--- src/rtl/packet_deframer_pkg.sv ---
// Shared types and helpers for the packet deframer: header byte, command, error and state encodings.
package pkt_pkg;

  localparam logic [7:0] HEADER_BYTE = 8'hF5;

  typedef enum logic [7:0] {
    CMD_NOP        = 8'h00,
    CMD_PROG       = 8'h01,
    CMD_ENTER_SYM  = 8'h02,
    CMD_SYM        = 8'h03,
    CMD_ENTER_PROG = 8'h04
  } cmd_e;

  typedef enum logic [2:0] {
    ERR_NONE     = 3'd0,
    ERR_RX       = 3'd1,
    ERR_BAD_CMD  = 3'd2,
    ERR_CSUM     = 3'd3,
    ERR_TIMEOUT  = 3'd4,
    ERR_OVERFLOW = 3'd5
  } err_e;

  typedef enum logic [2:0] {
    IDLE,
    CMD,
    PAYLOAD,
    CHECKSUM,
    OUTPUT
  } state_e;

  function automatic int cmd_len(input logic [7:0] cmd, input int prog_len, input int sym_len);
    int len;
    len = 0;
    if (cmd == CMD_PROG)
      len = prog_len;
    else if (cmd == CMD_SYM)
      len = sym_len;
    return len;
  endfunction

  // PROG is only accepted in program mode and SYM only in symbol mode.
  function automatic logic cmd_legal(input logic [7:0] cmd, input logic prog_mode);
    logic ok;
    case (cmd)
      CMD_NOP, CMD_ENTER_SYM, CMD_ENTER_PROG: ok = 1'b1;
      CMD_PROG: ok = prog_mode;
      CMD_SYM:  ok = !prog_mode;
      default:  ok = 1'b0;
    endcase
    return ok;
  endfunction

endpackage

--- src/rtl/packet_deframer_timeout_timer.sv ---
// Inter-byte watchdog: counts enabled cycles since the last clear and flags expiry after TIMEOUT_CYCLES.
module pkt_timeout_timer #(
  parameter int TIMEOUT_CYCLES = 100000
) (
  input  logic i_clk,
  input  logic n_btn_rst,
  input  logic i_clear,
  input  logic i_enable,
  output logic o_expired
);

  localparam int CNT_W = (TIMEOUT_CYCLES > 1) ? $clog2(TIMEOUT_CYCLES) : 1;
  localparam int LAST  = (TIMEOUT_CYCLES > 0) ? TIMEOUT_CYCLES - 1 : 0;

  logic [CNT_W-1:0] r_count;
  logic             w_hit;

  // A clear on the expiry cycle wins, so a byte arriving just in time is never timed out.
  assign w_hit = (TIMEOUT_CYCLES != 0) && i_enable && !i_clear && (r_count == CNT_W'(LAST));
  assign o_expired = w_hit;

  always_ff @(posedge i_clk or negedge n_btn_rst) begin
    if (!n_btn_rst)
      r_count <= '0;
    else if (i_clear || !i_enable || w_hit)
      r_count <= '0;
    else
      r_count <= r_count + 1'b1;
  end

endmodule

--- src/rtl/packet_deframer.sv ---
// Byte-stream packet deframer: finds the header, decodes the command, buffers the payload,
// verifies the XOR trailer and hands complete packets to the consumer on a valid/ready handshake.
module packet_deframer
  import pkt_pkg::*;
#(
  parameter int MAX_PAYLD_BYTES = 7,
  parameter int PROG_LEN        = 7,
  parameter int SYM_LEN         = 5,
  parameter int TIMEOUT_CYCLES  = 100000,
  localparam int LEN_W          = $clog2(MAX_PAYLD_BYTES + 1)
) (
  input  logic                         i_clk,
  input  logic                         n_btn_rst,
  input  logic                         i_rx_stb,
  input  logic [7:0]                   i_rx_data,
  input  logic                         i_rx_err,
  output logic                         o_pkt_valid,
  input  logic                         i_pkt_ready,
  output logic [7:0]                   o_pkt_cmd,
  output logic [LEN_W-1:0]             o_pkt_len,
  output logic [8*MAX_PAYLD_BYTES-1:0] o_payload,
  output logic                         o_is_prog_mode,
  output logic                         o_err_stb,
  output logic [2:0]                   o_err_code
);

  state_e                       r_state;
  logic [7:0]                   r_cmd;
  logic [7:0]                   r_csum;
  logic [LEN_W-1:0]             r_len;
  logic [LEN_W-1:0]             r_idx;
  logic [8*MAX_PAYLD_BYTES-1:0] r_buf;
  logic                         r_pkt_valid;
  logic [7:0]                   r_pkt_cmd;
  logic [LEN_W-1:0]             r_pkt_len;
  logic                         r_prog_mode;
  logic                         r_err_stb;
  logic [2:0]                   r_err_code;

  logic [LEN_W-1:0] w_len;
  logic             w_legal;
  logic             w_in_pkt;
  logic             w_expired;
  logic             w_header;

  assign w_len    = LEN_W'(cmd_len(i_rx_data, PROG_LEN, SYM_LEN));
  assign w_legal  = cmd_legal(i_rx_data, r_prog_mode);
  assign w_in_pkt = (r_state == CMD) || (r_state == PAYLOAD) || (r_state == CHECKSUM);
  assign w_header = i_rx_stb && !i_rx_err && (i_rx_data == HEADER_BYTE);

  pkt_timeout_timer #(
    .TIMEOUT_CYCLES(TIMEOUT_CYCLES)
  ) u_timer (
    .i_clk    (i_clk),
    .n_btn_rst(n_btn_rst),
    .i_clear  (i_rx_stb),
    .i_enable (w_in_pkt),
    .o_expired(w_expired)
  );

  always_ff @(posedge i_clk or negedge n_btn_rst) begin
    if (!n_btn_rst) begin
      r_state     <= IDLE;
      r_cmd       <= '0;
      r_csum      <= '0;
      r_len       <= '0;
      r_idx       <= '0;
      r_buf       <= '0;
      r_pkt_valid <= 1'b0;
      r_pkt_cmd   <= '0;
      r_pkt_len   <= '0;
      r_prog_mode <= 1'b1;
      r_err_stb   <= 1'b0;
      r_err_code  <= '0;
    end else begin
      r_err_stb <= 1'b0;
      case (r_state)
        IDLE: begin
          if (w_header) begin
            r_state <= CMD;
            r_buf   <= '0;
          end
        end

        CMD, PAYLOAD, CHECKSUM: begin
          if (i_rx_stb) begin
            if (i_rx_err) begin
              r_state    <= IDLE;
              r_err_stb  <= 1'b1;
              r_err_code <= ERR_RX;
            end else begin
              case (r_state)
                CMD: begin
                  if (!w_legal) begin
                    r_state    <= IDLE;
                    r_err_stb  <= 1'b1;
                    r_err_code <= ERR_BAD_CMD;
                  end else begin
                    r_cmd   <= i_rx_data;
                    r_csum  <= i_rx_data;
                    r_len   <= w_len;
                    r_idx   <= '0;
                    r_state <= (w_len != '0) ? PAYLOAD : CHECKSUM;
                  end
                end
                PAYLOAD: begin
                  for (int k = 0; k < MAX_PAYLD_BYTES; k++)
                    if (r_idx == LEN_W'(k))
                      r_buf[8*k +: 8] <= i_rx_data;
                  r_csum <= r_csum ^ i_rx_data;
                  if (r_idx == r_len - LEN_W'(1))
                    r_state <= CHECKSUM;
                  else
                    r_idx <= r_idx + LEN_W'(1);
                end
                CHECKSUM: begin
                  if (i_rx_data != r_csum) begin
                    r_state    <= IDLE;
                    r_err_stb  <= 1'b1;
                    r_err_code <= ERR_CSUM;
                  end else if (r_cmd == CMD_PROG || r_cmd == CMD_SYM) begin
                    r_state     <= OUTPUT;
                    r_pkt_valid <= 1'b1;
                    r_pkt_cmd   <= r_cmd;
                    r_pkt_len   <= r_len;
                  end else begin
                    // Mode-control and NOP packets are consumed here and never reach the consumer.
                    r_state <= IDLE;
                    if (r_cmd == CMD_ENTER_SYM)
                      r_prog_mode <= 1'b0;
                    else if (r_cmd == CMD_ENTER_PROG)
                      r_prog_mode <= 1'b1;
                  end
                end
                default: r_state <= IDLE;
              endcase
            end
          end else if (w_expired) begin
            r_state    <= IDLE;
            r_err_stb  <= 1'b1;
            r_err_code <= ERR_TIMEOUT;
          end
        end

        OUTPUT: begin
          if (i_rx_stb && !i_pkt_ready) begin
            r_err_stb  <= 1'b1;
            r_err_code <= ERR_OVERFLOW;
          end else if (i_pkt_ready) begin
            // On acceptance a simultaneous byte is treated exactly as IDLE would treat it.
            r_pkt_valid <= 1'b0;
            if (w_header) begin
              r_state <= CMD;
              r_buf   <= '0;
            end else begin
              r_state <= IDLE;
            end
          end
        end

        default: r_state <= IDLE;
      endcase
    end
  end

  assign o_pkt_valid    = r_pkt_valid;
  assign o_pkt_cmd      = r_pkt_cmd;
  assign o_pkt_len      = r_pkt_len;
  assign o_payload      = r_buf;
  assign o_is_prog_mode = r_prog_mode;
  assign o_err_stb      = r_err_stb;
  assign o_err_code     = r_err_code;

endmodule

--- config.mk ---
export PLATFORM = sky130hd
export DESIGN_NAME = packet_deframer
export DESIGN_NICKNAME = d
export VERILOG_FILES = /design/src/rtl/packet_deframer_pkg.sv /design/src/rtl/packet_deframer_timeout_timer.sv /design/src/rtl/packet_deframer.sv
export SDC_FILE = /design/constraint.sdc
export NUM_CORES = 1
export LEC_CHECK = 0
export ABC_AREA = 1
export ABC_CLOCK_PERIOD_IN_PS = 3250
export CORE_ASPECT_RATIO = 1.2
export CORE_MARGIN = 8
export CORE_UTILIZATION = 45
export CTS_CLUSTER_DIAMETER = 120
export DETAILED_ROUTE_END_ITERATION = 7
export GPL_ROUTABILITY_DRIVEN = 0
export GPL_TIMING_DRIVEN = 0
export HOLD_SLACK_MARGIN = 0.12
export PLACE_DENSITY = 0.69
export RECOVER_POWER = 25
export SLEW_MARGIN = 20
export SYNTH_ARGS = -nofsm -noshare
export SYNTH_HDL_FRONTEND = slang
export SYNTH_SLANG_ARGS = --single-unit
--- constraint.sdc ---
create_clock -name i_clk -period 3.25 [get_ports i_clk]
set_input_delay 0.65 -clock i_clk [delete_from_list [all_inputs] [get_ports i_clk]]
set_output_delay 0.65 -clock i_clk [all_outputs]
set_load 0.005 [all_outputs]
==> impl_metrics.yaml <==
worst_setup_path:
  cp_max_fo: 10
  critical_path_class: "input port to flop"
  critPathLaunchType: "input port"
  arrival_ns: 2.67
  worstPathRequired_ns: 3.60
  end_kind: "flop"
route:
  dr.max_layer_used: "met4"
  first_iter_violations: 297
  wl_per_cell_um: 14.4
  met3_length_um: 904
  routed_via_density: 5.04
  dr.pass1.iters: 5
  met1_length_um: 5610
  ant_nets: 0
  num_vias: 4570
  route.met2.wl_um: 6320
  drc_errors: 0
  wl_um: 13000
clock_network:
  numCtsBuffers: 17
  htreeDepth: 4
  clkLatencyLatePin_ns: 0.41
  postCtsSetupBuffers: 0
  cts_sinks: 113
  cts_tree: "done"
  cts.reportedPaths.clkPinSlew_ns: 0.06
  ctsResizeCount: 0
  cts_hold_buf: 0
  clockBufferDepth: 2
  root_buffer: "clkbuf_16"
yosys:
  yosys.area.top_type: "dfrtp_1"
  syn_avg_cell_area_um2: 8.29
  yosys_warnings: 0
  synth_edf_count: 0
  synthCells: 632
  synth.most_common_cell: "nand2_1"
  syn-cell-area_mm2: 0.00524
  ys_seq_elements: 113
  async_flop_share_pct: 100
  synthDistinctLibCells: 32
  synth_top_flop_cell: "dfrtp_1"
  synth_top_area_share_pct: 53.5
  ys_top_cells_by_count: "nand2_1, dfrtp_1, o21ai_0, inv_1, nor2_1"
  synth_fp_nets: 652
  synth_seq_area_share_pct: 54.0
  synthTopCellsByArea: "dfrtp_1, nand2_1, o21ai_0, inv_1, nor2_1"
sta:
  slew_headroom_pct: 5.89
  finClkSkew_ns: 0.00866
  fmaxAchievable_mhz: 430
  grt_setup_unrepaired: "false"
  hold_viol: 0
  finalCriticalPeriod_ns: 2.32
  period_share_pct: 71.5
  fin_ws_ns: 0.926
  setup-tns-final_ns: 0
  slew_violations: 0
  tightest_slew_ns: 1.41
  finalSetupViolations: 0
place:
  dp_hpwl_um: 9500
  place_area_mm2: 0.00631
  dp_slack_ns: 0.494
  dp_cells: 875
  portBuffers: 85
global_routing:
  grt_pass1_wl_um: 22100
  grt_pass1_vias: 4612
  grt_max_degree: 59
  gr-total-overflow: 0
  grt_usage_pct: 17.9
  antenna_found_initial: 0
finish:
  final_area_mm2: 0.00699
  diodes: 0
  drive_gt1_share_pct: 9.07
  fin_nets: 757
  syn_to_final_growth_pct: 33.4
  instances_no_fill: 907
power_and_ir_drop:
  p_per_area_mw_per_mm2: 625
  finalPower_w: 0.00437
  leakagePower_nw: 3.34
  peakVddDrop_mv: 0.382
die:
  start_util_pct: 45.7
  io_pins: 86
  die_h_um: 134
  rows: 43
  dieArea_mm2: 0.0154
  chipWidth_um: 114
  core_mm2: 0.0115
min_path:
  holdCritPathClass: "flop to flop"
job:
  max_cap_violations: 0
run_status:
  status: "complete, no violations"
[state kept, by name (all words and copies together) (netlist names)]
| register | flops |
|---|---|
| o_pkt_valid | 1 |
| r_state | 3 |
| o_err_stb | 1 |
| r_csum | 8 |
| o_payload | 56 |
| o_pkt_len | 2 |
| o_pkt_cmd | 8 |
| u_timer.r_count | 17 |
| r_len | 2 |
| o_is_prog_mode | 1 |
| r_cmd | 8 |
| r_idx | 3 |
| o_err_code | 3 |
[worst max-delay path, cell delays in order]
cell and delay (ns):
clkdlybuf4s50_1 0.54, inv_1 0.18, nand2_1 0.07, nand2_1 0.07, nand2_1 0.06, nor2_1 0.24, nand4_1 0.24, nor2_2 0.42
nand2_1 0.11, nand2_1 0.09
[through the flow]
stage | hold slack, ns | util (%)
after floorplan | 0.354 | -
after global placement | 0.445 | 54.9
after detailed placement | 0.463 | 55.1
after CTS | 0.207 | 61.1
after global routing | 0.499 | 61.0
final | 0.473 | 61.0
[area by class of cell]
| class | instances | area (um^2) |
|---|---|---|
| Buffer | 13 | 115 |
| Multi-Input combinational cell | 440 | 2050 |
| Clock buffer | 17 | 425 |
| Sequential cell | 113 | 2830 |
| Tap cell | 157 | 196 |
| Inverter | 66 | 248 |
| Clock inverter | 15 | 256 |
| Fill cell | 984 | 4470 |
| Timing Repair Buffer | 86 | 873 |
[per-layer routing]
metal | up-vias | global-route usage [%]
met5 | - | 0
met4 | 0 | 6.89
met3 | 21 | 4.77
met2 | 140 | 29.7
met1 | 2172 | 21.5
li1 | 2237 | -
[worst paths after layout]
path / slack (ns) / endpoint / startpoint / cells after the start
max in group asynchronous: 1.71 / o_is_prog_mode$_DFFE_PN1P_ / n_btn_rst / 2
hold reg to reg: 0.47 / o_err_code[0]$_DFFE_PN0P_ / o_err_code[0]$_DFFE_PN0P_ / 2
setup / recovery: 0.93 / o_pkt_len[0]$_DFFE_PN0P_ / i_rx_data[0] / 10
setup reg to reg: 1.35 / o_pkt_len[0]$_DFFE_PN0P_ / r_state[0]$_DFFE_PN0P_ / 8
hold / removal: 0.47 / o_err_code[0]$_DFFE_PN0P_ / o_err_code[0]$_DFFE_PN0P_ / 2
min in group asynchronous: 0.57 / o_payload[21]$_DFFE_PN0P_ / n_btn_rst / 1
[power by group]
part | total [W] | internal (W) | switching [W]
clock | 0.00214 | 0.00145 | 0.000688
sequential | 0.00156 | 0.00150 | 0.0000624
combinational | 0.000667 | 0.000245 | 0.000422
total | 0.00437 | 0.00320 | 0.00117
[placed cells by master (no fill, tap or decap), types with 12 or more instances in the layout]
master             n
nand2_1          194
o21ai_1           19
clkbuf_16         17
nand3_1           28
nor3_1            14
nand2_2           12
nor2_1            58
nand4_1           12
clkdlybuf4s50_1   84
dfrtp_1          112
o21ai_0           65
inv_1             62
[logic make-up after synthesis]
| kind of cell | after synthesis | synth area share, % |
|---|---|---|
| AO/OA/AOI/OAI | 98 | 9.79 |
| XOR/XNOR | 9 | 1.50 |
| adder cells (fa/ha/maj) | 7 | 1.67 |
| buffers and inverters | 79 | 6.93 |
| flip-flops | 113 | 54.0 |
| AND/OR/NAND/NOR | 326 | 26.1 |
Note: power is estimated with default switching activity, not from simulation.
==> edit 1: new RTL, config.mk and constraints unchanged <==
Set the parameter `MAX_PAYLD_BYTES` to 6 (it was 7).
--- a/src/rtl/packet_deframer.sv
+++ b/src/rtl/packet_deframer.sv
@@ -3,7 +3,7 @@
 module packet_deframer
   import pkt_pkg::*;
 #(
-  parameter int MAX_PAYLD_BYTES = 7,
+  parameter int MAX_PAYLD_BYTES = 6,
   parameter int PROG_LEN        = 7,
   parameter int SYM_LEN         = 5,
   parameter int TIMEOUT_CYCLES  = 100000,
Ports: changed (resized o_payload); port bits go from 86 to 78. The function was not compared with the original's and may differ.
==> edit 1 against the unedited design <==
- power fell by 18%
- design area fell by 10%
- clock power fell by 50%
- synthesized cell count fell by 3.2%
- area after synthesis fell by 3.8%
- die area fell by 3.3%
- cell count fell by 7.6%
- sequential cell count fell by 8
- combinational power rose by 41%
- highest routed layer unchanged
- critical endpoint is now r_csum[1]
- the run now ends with max-capacitance violations, max-slew violations left
- setup slack got worse by 0.012 ns
- routed wire length fell by 8.5%
- via count fell by 7.2%
==> edit 1: results (changes against the unedited design) <==
Final layout
  • Layout cells sized above 1: 8.357% (-0.71 points)
  • Final std cells w/o fill: 838 (-7.6%)
  • Number of flip-flops under the largest register name: 48 (-14%)
  • Inserted Diodes: 0 (unchanged)
  • Final-stage net count: 721 (-4.8%)

Timing
  • Worst max-slew margin expressed relative to the limit: -2.233% (-8.1 points)
  • Setup skew after layout: 0.007704 ns (-0.0009574 ns)
  • Final max-slew violation count: 27 (+27)
  • Hold Fails Final Rpt: 0 (unchanged)

Routing
  • Final Routed Wirelength: 11.93 mm (-8.5%)
  • First-pass detailed-route iteration total: 4 (-1)
  • Avg Vias per Cell: 5.061 (+0.44%)
  • DRT iter0 DRCs: 241 (-19%)

Critical path
  • Worst R2R End: r_csum[1]
  • Cell with the largest stage delay on the worst path: clkdlybuf4s50_1
  • Cell family contributing the most delay on the critical path: buffers and inverters
  • Number of cells on the worst reg-to-reg path: 7 (-1)
  • Critical path's largest stage delay: 0.61 ns (+0.07 ns)
  • Maximum fanout along the worst path: 10 (unchanged)
  • R2R setup slack: 1.35 ns (about the same)
  • Crit path arrival time: 2.56 ns (-0.11 ns)
  • Launching point of the worst reg2reg path: r_state[2]

Run status
  • Failing checks: max-capacitance violations, max-slew violations
  • Result of the run: complete, but fails checks

Power
  • Lkg Pwr: 0.003059 µW (-8.4%)
  • Peak VDD IR: 0.2791 mV (-27%)

GRT
  • Aggregate global-route resource usage: 16.72% (-1.1 points)
  • Via count of the first global-routing pass: 4,227 (-8.3%)
  • Antenna violations before repair: 0 (unchanged)
  • Pin count of the biggest net entering global routing: 80 (+36%)
  • Global-route wire length before repair: 20.42 mm (-7.6%)

Logic synthesis
  • Commonest cells post-synth: nand2_1, dfrtp_1, inv_1, nor2_1, o21ai_1
  • Proportion of register bits with asynchronous set or reset after synthesis: 100.0% (unchanged)
  • Synth area leaders: dfrtp_1, nand2_1, inv_1
  • Syn Area/Cell: 8.231 µm² (-0.70%)
  • Ys flop type: dfrtp_1
  • Net count of the mapped netlist: 632 (-3.1%)
  • Share of synthesized area occupied by flip-flops and latches: 52.19% (-1.8 points)
  • Warnings from Yosys: 0 (unchanged)
  • Count of unique library cells instantiated by Yosys: 35 (+9.4%)

Place
  • Setup slack at placement: 0.5636 ns (+0.06976 ns)
  • # port buffers: 77 (-9.4%)
  • Placed Instances: 822 (-6.1%)
  • Detailed placement HPWL: 9.018 mm (-5.1%)

Clock tree
  • Post-CTS setup buffer count: 0 (unchanged)
  • Max H-tree Level: 3 (-1)
  • Root cell of the clock tree: clkbuf_16
  • Clock insertion delay at the later pin of the skew report: 0.35 ns (-0.06 ns)
  • Clk pin slew, worst setup/hold paths: 0.08 ns (+0.02 ns)
  • CTS Buffer Depth: 2 (unchanged)
  • CTS resizes: 0 (unchanged)
  • TritonCTS buffer count: 9 (-8)

Run
  • Maximum Capacitance Violations: 1 (+1)

Hold path
  • Worst min path class: flip-flop to flip-flop
  • Instance count along the most critical hold path: 1 (-1)
  • Min-Delay Endpoint: o_pkt_cmd[0]
  • Origin of the worst min-delay path: o_pkt_cmd[0]
## edit 1: kinds of logic (layout without fill, tap and decap cells)
group	after synthesis	count (layout)	synth area share [%]
and+or+nand+nor	314	314	27.27
adders and majority gates	7	7	1.739
buffers and inverters	89	183	7.724
AOI/OAI and AO/OA	90	90	9.861
xor gates and xnor gates	7	7	1.217
DFF	105	105	52.19
## edit 1: final cells by class
| class | instances | area (µm²) |
|---|---|---|
| Clock inverter | 7 | 70.07 |
| Inverter | 76 | 286.5 |
| Fill cell | 1006 | 4693 |
| Clock buffer | 9 | 225.2 |
| Timing Repair Buffer | 78 | 792.0 |
| Multi-Input combinational cell | 418 | 2019 |
| Buffer | 13 | 102.6 |
| Tap cell | 132 | 165.2 |
| Sequential cell | 105 | 2629 |
## edit 1: metrics by stage
stage	hold slack [ns]	instance area (µm²)	power, µW	TNS (ns)	utilization, %
2_1_floorplan	0.3544	5037	2123	0	-
3_3_place_gp	0.4540	5973	2520	-245.27	54.39
3_5_place_dp	0.4570	6002	2557	0	54.65
4_1_cts	0.1605	6297	3632	0	57.34
5_1_grt	0.5148	6290	3793	0	57.27
6_report	0.4746	6290	3595	0	57.27
## edit 1: worst max-delay path by stage
stage | slack (ns) | from | endpoint | cells after the start
after floorplan | 1.45 | i_rx_stb | o_payload[14] | 8
after global placement | -2.36 | n_btn_rst | u_timer.r_count[0] | 1
after detailed placement | 0.56 | i_rx_data[0] | o_payload[14] | 9
after CTS | 0.93 | i_rx_data[0] | o_payload[14] | 9
after global routing | 0.66 | i_rx_data[4] | r_len[1] | 11
final | 0.91 | i_rx_stb | r_csum[1] | 9
## edit 1: metal layers
| layer | track usage, % | vias to the layer above | share of wire (%) |
|---|---|---|---|
| met5 | 0 | - | 0 |
| met3 | 4.125 | 8 | 5.9 |
| met1 | 20.39 | 2005 | 44 |
| met2 | 27.79 | 91 | 49 |
| li1 | - | 2137 | - |
| met4 | 6.311 | 0 | 1.0 |
## edit 1: worst reg2reg max path, cell delays in order (launching register included)
cell and delay (ns):
dfrtp_1 0.45, inv_2 0.13, nand3_2 0.26, nor2_1 0.38, inv_1 0.09, nand2_2 0.17
buf_4 0.20, o21ai_0 0.10
## edit 1: power by group
part           internal, µW  switching (µW)  total, µW
Sequential             1470             106       1580
Clock                   544             530       1070
Combinational           388             552        940
Total                  2410            1190       3590
==> edit 2: new RTL, config.mk and constraints unchanged <==
Made on the original files. Re-encode `state_e` (5 states) as one-hot, 5 bits wide.
--- a/src/rtl/packet_deframer_pkg.sv
+++ b/src/rtl/packet_deframer_pkg.sv
@@ -20,12 +20,12 @@
     ERR_OVERFLOW = 3'd5
   } err_e;
 
-  typedef enum logic [2:0] {
-    IDLE,
-    CMD,
-    PAYLOAD,
-    CHECKSUM,
-    OUTPUT
+  typedef enum logic [4:0] {
+    IDLE     = 5'b00001,
+    CMD      = 5'b00010,
+    PAYLOAD  = 5'b00100,
+    CHECKSUM = 5'b01000,
+    OUTPUT   = 5'b10000
   } state_e;
 
   function automatic int cmd_len(input logic [7:0] cmd, input int prog_len, input int sym_len);
Function: no difference found for any inputs over 4 cycles, from zero or initial values and one cycle with n_btn_rst low; so few cycles prove little.
==> edit 2 against the unedited design <==
- the run now ends with max-capacitance violations, max-slew violations left
- first-iteration DRC count is 20% higher
- routed wire length is 10% higher
- via count is 11% higher
- largest cell class unchanged
- design area is 6.2% higher
- fmax is 2.2% lower
- area after synthesis is 10% higher
- critical path type unchanged
- count of clock-buffer cells in the layout is 4 higher
- setup slack worse by 0.053 ns
- register-to-register slack worse by 0.14 ns
- cell count is 11% higher
- global-route usage is 0.45 points lower
- sequential cell count is 2 higher
Power is not compared: it rests on default switching activity, and its combinational part moved more than twofold at a synthesized area within 25%.
==> edit 2: results (changes against the unedited design) <==
Logic synthesis
  • Share of synthesized area occupied by flip-flops and latches: 49.88% (-4.1 points)
  • Area share of the largest cell type after synthesis: 48.97% (-4.5 points)
  • Count of unique library cells instantiated by Yosys: 34 (+6.3%)
  • Post-Synth XOR/XNOR Area: 0.9101% (-0.59 points)
  • Syn Area/Cell: 7.987 µm² (-3.7%)
  • Synth area leaders: dfrtp_1, nand2_1, nand3_1
  • Compound-gate portion of the synthesized area: 5.655% (-4.1 points)
  • Net count of the mapped netlist: 743 (+14%)
  • Commonest cells post-synth: nand2_1, dfrtp_1, nor2_1, inv_1, nand3_1
  • Post-synthesis adder-cell area fraction: 1.517% (-0.16 points)

Final layout
  • Final-stage net count: 848 (+12%)
  • Layout cells sized above 1: 11.67% (+2.6 points)
  • Filler Cells Inserted: 1,112 (+13%)

Critical path
  • Crit path arrival time: 2.65 ns (-0.02 ns)
  • Critical path's largest stage delay: 0.49 ns (-0.05 ns)

Power
  • Total Power: 5490 µW
  • Clock group: 1850 µW

Run
  • Maximum Capacitance Violations: 1 (+1)

Routing
  • Routed WL per cell: 14.28 µm (-0.60%)
  • Via Count: 5,060 (+11%)
  • DRT iter0 DRCs: 357 (+20%)

GRT
  • Via count of the first global-routing pass: 4,844 (+5.0%)
  • Pin count of the biggest net entering global routing: 64 (+8.5%)
  • Antenna violations before repair: 0 (unchanged)

Place
  • Detailed placement HPWL: 10.64 mm (+12%)
  • Placed Instances: 973 (+11%)
  • Setup slack at placement: 0.4903 ns (-0.003545 ns)

Timing
  • Worst max-slew margin expressed relative to the limit: -2.395% (-8.3 points)
  • Final max-slew violation count: 64 (+64)
  • Setup skew after layout: 0.01529 ns (+0.006630 ns)

Hold path
  • Worst min path class: input pin to asynchronous set/reset pin

Clock tree
  • Max H-tree Level: 4 (unchanged)

Run status
  • Result of the run: complete, but fails checks
  • Failing checks: max-capacitance violations, max-slew violations
edit 2: per-layer routing:
metal | global-route usage (%) | routed length (µm) | vias up
li1 | - | - | 2510
met1 | 20.13 | 5958 | 2378
met2 | 30.04 | 7307 | 146
met3 | 4.021 | 773 | 26
met4 | 7.839 | 300 | 0
met5 | 0 | 0 | -
edit 2: area by class of cell:
type | instances | area (µm²) | area share (%)
flip-flops and latches | 115 | 2880 | 38.81
well taps | 164 | 205.2 | 2.765
clock inverters | 10 | 133.9 | 1.804
clock buffers | 21 | 450.4 | 6.070
plain buffers | 13 | 87.58 | 1.180
inverters | 79 | 299.0 | 4.030
repair buffers | 86 | 857.1 | 11.55
multi-input cells | 516 | 2507 | 33.79
edit 2: worst paths after layout:
check / startpoint / endpoint / slack, ns / depth (start not counted)
worst max register to register: r_state[3] / o_payload[2] / 1.21 / 8
min in group i_clk: u_timer.r_count[0] / u_timer.r_count[0] / 0.46 / 1
worst min register to register: u_timer.r_count[0] / u_timer.r_count[0] / 0.46 / 1
worst max-delay path: i_rx_data[7] / r_csum[6] / 0.87 / 10
max in group asynchronous: n_btn_rst / r_cmd[3] / 1.21 / 2
worst min-delay path: n_btn_rst / o_payload[52] / 0.18 / 1
edit 2: worst reg2reg max path: cells and delay by family, from the launching register on:
family                 cells  cell delay (ns)
buffers and inverters      3             0.42
AND/OR/NAND/NOR            4             0.99
AO/OA/AOI/OAI              1             0.16
flip-flops                 1             0.41
edit 2: metrics by stage:
stage,TNS [ns],cell area [µm²]
after floorplan,0,5774
after global placement,-317.35,6830
after detailed placement,0,6859
after CTS,0,7443
after global routing,0,7421
final,0,7421
